--- src/rtl/hazard3_regfile_ctrl_if.sv ---
// Bus between the core / register file and the register-file control stage.
// master: the core and the register file; slave: the control stage.
interface hazard3_regfile_ctrl_if #(
  parameter int W_DATA = 32,
  parameter int W_ADDR = 5
);
  logic              clear_req;
  logic              ready;
  logic [W_ADDR-1:0] core_raddr1;
  logic [W_ADDR-1:0] core_raddr2;
  logic [W_DATA-1:0] core_rdata1;
  logic [W_DATA-1:0] core_rdata2;
  logic [W_ADDR-1:0] core_waddr;
  logic [W_DATA-1:0] core_wdata;
  logic              core_wen;
  logic [W_ADDR-1:0] rf_raddr1;
  logic [W_ADDR-1:0] rf_raddr2;
  logic [W_DATA-1:0] rf_rdata1;
  logic [W_DATA-1:0] rf_rdata2;
  logic [W_ADDR-1:0] rf_waddr;
  logic [W_DATA-1:0] rf_wdata;
  logic              rf_wen;

  modport master (
    output clear_req, core_raddr1, core_raddr2, core_waddr, core_wdata, core_wen,
           rf_rdata1, rf_rdata2,
    input  ready, core_rdata1, core_rdata2, rf_raddr1, rf_raddr2, rf_waddr,
           rf_wdata, rf_wen
  );

  modport slave (
    input  clear_req, core_raddr1, core_raddr2, core_waddr, core_wdata, core_wen,
           rf_rdata1, rf_rdata2,
    output ready, core_rdata1, core_rdata2, rf_raddr1, rf_raddr2, rf_waddr,
           rf_wdata, rf_wen
  );
endinterface

--- src/rtl/hazard3_regfile_ctrl.sv ---
// Control stage in front of a no-reset dual-read register file: post-reset wipe,
// x0 hardwiring and same-cycle write-to-read bypass.
module hazard3_regfile_ctrl #(
  parameter int                N_REGS     = 32,
  parameter int                W_DATA     = 32,
  parameter int                W_ADDR     = 5,
  parameter logic [W_DATA-1:0] INIT_VALUE = '0
) (
  input logic                    clk,
  input logic                    rst_n,
  hazard3_regfile_ctrl_if.slave  bus
);

  typedef enum logic {CLEAR, RUN} state_t;

  localparam logic [W_ADDR-1:0] LAST_ADDR = W_ADDR'(N_REGS - 1);

  state_t            state;
  state_t            state_nxt;
  logic [W_ADDR-1:0] clr_cnt;
  logic [W_ADDR-1:0] clr_cnt_nxt;
  logic              core_wr_ok;
  logic              zero1_p1;
  logic              zero2_p1;
  logic              hit1_p1;
  logic              hit2_p1;
  logic [W_DATA-1:0] byp_data_p1;

  // x0 is never a real write target
  assign core_wr_ok = bus.core_wen && (bus.core_waddr != '0);

  always_ff @(posedge clk or negedge rst_n) begin
    if (!rst_n) begin
      state   <= CLEAR;
      clr_cnt <= '0;
    end else begin
      state   <= state_nxt;
      clr_cnt <= clr_cnt_nxt;
    end
  end

  always_comb begin
    state_nxt    = state;
    clr_cnt_nxt  = clr_cnt;
    bus.rf_wen   = 1'b0;
    bus.rf_waddr = bus.core_waddr;
    bus.rf_wdata = bus.core_wdata;
    case (state)
      CLEAR: begin
        bus.rf_wen   = 1'b1;
        bus.rf_waddr = clr_cnt;
        bus.rf_wdata = INIT_VALUE;
        if (clr_cnt == LAST_ADDR) begin
          state_nxt   = RUN;
          clr_cnt_nxt = '0;
        end else begin
          clr_cnt_nxt = clr_cnt + 1'b1;
        end
      end
      RUN: begin
        bus.rf_wen = core_wr_ok;
        // The write issued alongside clear_req still lands; the wipe follows it
        if (bus.clear_req) begin
          state_nxt   = CLEAR;
          clr_cnt_nxt = '0;
        end
      end
      default: begin
        state_nxt   = CLEAR;
        clr_cnt_nxt = '0;
      end
    endcase
  end

  assign bus.ready     = (state == RUN);
  assign bus.rf_raddr1 = bus.core_raddr1;
  assign bus.rf_raddr2 = bus.core_raddr2;

  // Stage p1: read-select flags aligned with the register file's registered read
  always_ff @(posedge clk or negedge rst_n) begin
    if (!rst_n) begin
      zero1_p1 <= 1'b1;
      zero2_p1 <= 1'b1;
      hit1_p1  <= 1'b0;
      hit2_p1  <= 1'b0;
    end else begin
      zero1_p1 <= (bus.core_raddr1 == '0) || (state == CLEAR);
      zero2_p1 <= (bus.core_raddr2 == '0) || (state == CLEAR);
      hit1_p1  <= (state == RUN) && core_wr_ok && (bus.core_waddr == bus.core_raddr1);
      hit2_p1  <= (state == RUN) && core_wr_ok && (bus.core_waddr == bus.core_raddr2);
    end
  end

  always_ff @(posedge clk) begin
    byp_data_p1 <= bus.core_wdata;
  end

  assign bus.core_rdata1 = zero1_p1 ? '0 : hit1_p1 ? byp_data_p1 : bus.rf_rdata1;
  assign bus.core_rdata2 = zero2_p1 ? '0 : hit2_p1 ? byp_data_p1 : bus.rf_rdata2;

endmodule

--- src/flat_wrapper.sv ---
// flat-port wrapper written by rule: the top's interface ports become plain ports
module hazard3_regfile_ctrl_flat 
#(
  parameter int                N_REGS     = 32,
  parameter int                W_DATA     = 32,
  parameter int                W_ADDR     = 5,
  parameter logic [W_DATA-1:0] INIT_VALUE = '0
)
  (clk, rst_n, bus_clear_req, bus_core_raddr1, bus_core_raddr2, bus_core_waddr, bus_core_wdata, bus_core_wen, bus_rf_rdata1, bus_rf_rdata2, bus_ready, bus_core_rdata1, bus_core_rdata2, bus_rf_raddr1, bus_rf_raddr2, bus_rf_waddr, bus_rf_wdata, bus_rf_wen);
  hazard3_regfile_ctrl_if #(.W_DATA(W_DATA), .W_ADDR(W_ADDR)) bus_i ();
  input logic clk;
  input logic rst_n;
  input wire logic [$bits(bus_i.clear_req)-1:0] bus_clear_req;
  input wire logic [$bits(bus_i.core_raddr1)-1:0] bus_core_raddr1;
  input wire logic [$bits(bus_i.core_raddr2)-1:0] bus_core_raddr2;
  input wire logic [$bits(bus_i.core_waddr)-1:0] bus_core_waddr;
  input wire logic [$bits(bus_i.core_wdata)-1:0] bus_core_wdata;
  input wire logic [$bits(bus_i.core_wen)-1:0] bus_core_wen;
  input wire logic [$bits(bus_i.rf_rdata1)-1:0] bus_rf_rdata1;
  input wire logic [$bits(bus_i.rf_rdata2)-1:0] bus_rf_rdata2;
  output wire logic [$bits(bus_i.ready)-1:0] bus_ready;
  output wire logic [$bits(bus_i.core_rdata1)-1:0] bus_core_rdata1;
  output wire logic [$bits(bus_i.core_rdata2)-1:0] bus_core_rdata2;
  output wire logic [$bits(bus_i.rf_raddr1)-1:0] bus_rf_raddr1;
  output wire logic [$bits(bus_i.rf_raddr2)-1:0] bus_rf_raddr2;
  output wire logic [$bits(bus_i.rf_waddr)-1:0] bus_rf_waddr;
  output wire logic [$bits(bus_i.rf_wdata)-1:0] bus_rf_wdata;
  output wire logic [$bits(bus_i.rf_wen)-1:0] bus_rf_wen;
  assign bus_i.clear_req = bus_clear_req;
  assign bus_i.core_raddr1 = bus_core_raddr1;
  assign bus_i.core_raddr2 = bus_core_raddr2;
  assign bus_i.core_waddr = bus_core_waddr;
  assign bus_i.core_wdata = bus_core_wdata;
  assign bus_i.core_wen = bus_core_wen;
  assign bus_i.rf_rdata1 = bus_rf_rdata1;
  assign bus_i.rf_rdata2 = bus_rf_rdata2;
  assign bus_ready = bus_i.ready;
  assign bus_core_rdata1 = bus_i.core_rdata1;
  assign bus_core_rdata2 = bus_i.core_rdata2;
  assign bus_rf_raddr1 = bus_i.rf_raddr1;
  assign bus_rf_raddr2 = bus_i.rf_raddr2;
  assign bus_rf_waddr = bus_i.rf_waddr;
  assign bus_rf_wdata = bus_i.rf_wdata;
  assign bus_rf_wen = bus_i.rf_wen;
  hazard3_regfile_ctrl #(.N_REGS(N_REGS), .W_DATA(W_DATA), .W_ADDR(W_ADDR), .INIT_VALUE(INIT_VALUE)) u_core (.clk(clk), .rst_n(rst_n), .bus(bus_i));
endmodule
--- config.mk ---
export PLATFORM = sky130hd
export DESIGN_NAME = hazard3_regfile_ctrl_flat
export DESIGN_NICKNAME = d
export VERILOG_FILES = /design/src/rtl/hazard3_regfile_ctrl_if.sv /design/src/rtl/hazard3_regfile_ctrl.sv /design/src/flat_wrapper.sv
export SDC_FILE = /design/constraint.sdc
export NUM_CORES = 1
export LEC_CHECK = 0
export BUFFER_PORTS_ARGS = -buffer_cell sky130_fd_sc_hd__buf_4
export CORE_MARGIN = 5
export CORE_UTILIZATION = 41
export CTS_CLUSTER_SIZE = 20
export DETAILED_ROUTE_END_ITERATION = 7
export PLACE_DENSITY = 0.88
export SYNTH_ARGS = -nofsm -noshare
export SYNTH_HDL_FRONTEND = slang
export SYNTH_SLANG_ARGS = --single-unit
--- constraint.sdc ---
create_clock -name clk -period 2.54 [get_ports clk]
set_clock_uncertainty 0.05 [all_clocks]
set_input_delay 0.381 -clock clk [delete_from_list [all_inputs] [get_ports clk]]
set_output_delay 0.381 -clock clk [all_outputs]
set_load 0.05 [all_outputs]
==> metrics.md <==
| Metric | Value |
|---|---|
| Outcome | finished clean |
| Fin Hold WS | 0.148 ns |
| Slack of the critical path | 0.349 ns |
| Final Setup Violations | 0 |
| Top cells by area, synth | dfxtp_1, mux2i_1, nor2_1 |
| GR Util All Layers | a little under a quarter |
| Initial antenna violation count | 0 |
| Max_cap viols | 0 |
| Relative slew slack | between 50% and 60% |
| Async SR Flop Fraction | approximately a quarter |
| Period Utilization, post-route | 86.3% |
| Final ANT Viol Nets | 0 |
| Ant diodes | 0 |
| Worst setup path class | reg -> out |
| Synth Area per Inst | 8.95 µm² |
| Crit end category | output port |
| Tightest Pin Transition | 0.701 ns |
| Top fanout value on the critical path | 24 |
| Crit start category | flop |
| Initial Utilization | 42.2% |
| Largest net degree at the start of global routing | 33 |
| Finished Cell Area | 4290 µm² |
| Root Buffer | clkbuf_8 |
| Ratio of cells with drive above 1 in the final layout | 51.2% |
| Num ports | 228 |
| Top cell type's share of synthesized area | 25.7% |
| Crit path launch | u_core.bus.ready |
| Commonest cells in the synthesized netlist | mux2i_1, nor2_1, and2_1, dfxtp_1, buf_4 |
| Global-route wire length before repair | 14200 µm |
| Netlist cell types | 28 |
| Min-delay src | bus_core_wdata[21] |
| Post-synth top area cell | dfxtp_1 |
| Reg clk slew, reported paths | 0.08 ns |
| Residual DRC | 0 |
| Slew Limit Fails | 0 |
| Register area share after synthesis | 35.8% |
| Fin nets | 606 |
| Crit path arrival time | 1.76 ns |
| Total Neg Setup Slack | 0 ns |
| Post-synthesis cell area | 2500 µm² |
| H-Tree Depth | 2 |
| Avg Vias per Cell | 4.93 |
| Maximum vdd drop | 882 µV |
| IO Port Bufs | 227 |
| Final Wtd Congestion | 0.886 |
| Fin crit period | 2.19 ns |
| Dpl hpwl | just under 8000 µm |
| Post-Place Setup Slack | ~0.66 ns |
| Horiz. Die Dim | 88.0 µm |
| Rows | 28 |
| Leakage | 0.00204 µW |
| Post-CTS Repair Setup Buffers | 0 |
| Synth Register Bits | 42 |
| Post-synthesis cell count | roughly 280 |
| Die extent in y | 88.0 µm |
| Worst endpoint required time | about 2.1 ns |
| DRT iter0 DRCs | 63 |
| PwrDens | 959 nW/µm² |
| Syn nets | 396 |
| Die area | 7750 µm² |
| Final wirelength | approximately 9600 µm |
| Fmax | ~460 MHz |
| RSZ-0062 raised after global routing | false |
| Routed WL per cell | 16.9 µm |
| Clock Path Buffers | 2 |
| Routed vias | 2785 |
| Placed Instance Area | around 4200 µm² |
| Post-synth EDFFs | 0 |
| Clock Latency Late Sink | 0.28 ns |
| Num CTS Buffers | 5 |
| Final hold viol count | 0 |
| Yosys Warn Count | 0 |
| Crit Reg-Reg Startpoint | u_core.bus.ready |
| Top FF cell, synth | dfxtp_1 |
| Core area | 5920 µm² |
| 1st-pass router iterations | 4 |
| Global route overflow | 0 |
| Area grow syn2layout | 71.7% |
| Vias in the first global route | 2940 |
| CTS tree | yes |
| HP Class | in -> reg |
| Clock sink count | 42 |
-- cells in the final DEF, fill, tap and decap left out, types with 2 or more instances in the layout --
cell type and count:
and2_1 33, buf_12 2, buf_4 229, clkbuf_8 6, dfrtp_1 6, dfrtp_2 2
dfstp_2 2, dfxtp_1 32, ha_1 2, inv_1 2, mux2_2 5, mux2i_1 64
nand2_1 5, nand4_1 2, nor2_1 64, nor4_1 2, o21ai_0 3, o22ai_1 4
or4_1 2, xnor2_1 7, xor2_1 5
-- report_power, final --
group / total, µW / switching (µW) / internal (µW) / leakage, µW
Sequential: 986 / 227 / 760 / 0.000391
Combinational: 2690 / 1820 / 864 / 0.00160
Clock: 439 / 220 / 219 / 0.0000482
-- metrics by stage --
stage	util (%)	instances	total power (µW)
2_1_floorplan	-	279	2780
3_3_place_gp	70.7	556	3670
3_5_place_dp	70.7	556	3700
4_1_cts	72.4	565	4150
5_1_grt	72.4	565	4310
6_report	72.4	565	4110
-- flip-flops by register name, summed over array words and instances, names as in the netlist --
register and count:
u_core.zero1_p1 1, u_core.clr_cnt 5, u_core.bus.ready 1, u_core.byp_data_p1 32, u_core.hit1_p1 1, u_core.hit2_p1 1
u_core.zero2_p1 1
-- metal layers --
metal	vias to the layer above	track usage (%)	wire length [µm]
li1	1336	-	-
met3	19	6.59	843
met5	-	0	0
met2	136	44.4	5180
met4	0	6.59	201
met1	1294	24.7	3340
-- critical path, cell delays in order (launching register included) --
cell and delay [ns]:
dfrtp_1 0.80, buf_4 0.30, and2_1 0.17, buf_4 0.20
-- final timing paths --
check / endpoint / slack [ns] / depth (start not counted)
min in group asynchronous: u_core.clr_cnt[1] / 0.42 / 2
worst min-delay path: u_core.byp_data_p1[21] / 0.15 / 1
max in group asynchronous: u_core.zero1_p1 / 1.80 / 2
worst max register to register: u_core.hit1_p1 / 0.77 / 4
worst min register to register: u_core.clr_cnt[0] / 0.51 / 1
worst max-delay path: bus_rf_wdata[23] / 0.35 / 3
-- logic make-up (layout without fill, tap and decap cells) --
group	count (synthesis)	count (layout)	synth area share, %
buf+inv	31	242	6.91
fa+ha+maj	2	2	1.00
compound gates	9	9	2.25
mux	69	69	27.9
simple gates	114	114	21.9
flops	42	42	35.8
xor+xnor	12	12	4.21
-- repair_timing --
action                    in CTS  in global routing
hold endpoints to repair       8                  0
gates resized for setup        0                  0
hold buffers                   1                  0
-- layout make-up --
type	count	area, µm²
Clock buffer	7	86.3
Timing Repair Buffer	232	1770
Sequential cell	42	896
Tap cell	75	93.8
Multi-Input combinational cell	206	1430
Fill cell	470	1630
Clock inverter	1	5.00
Inverter	2	7.51
No activity file was read; power rests on OpenSTA's default activity.
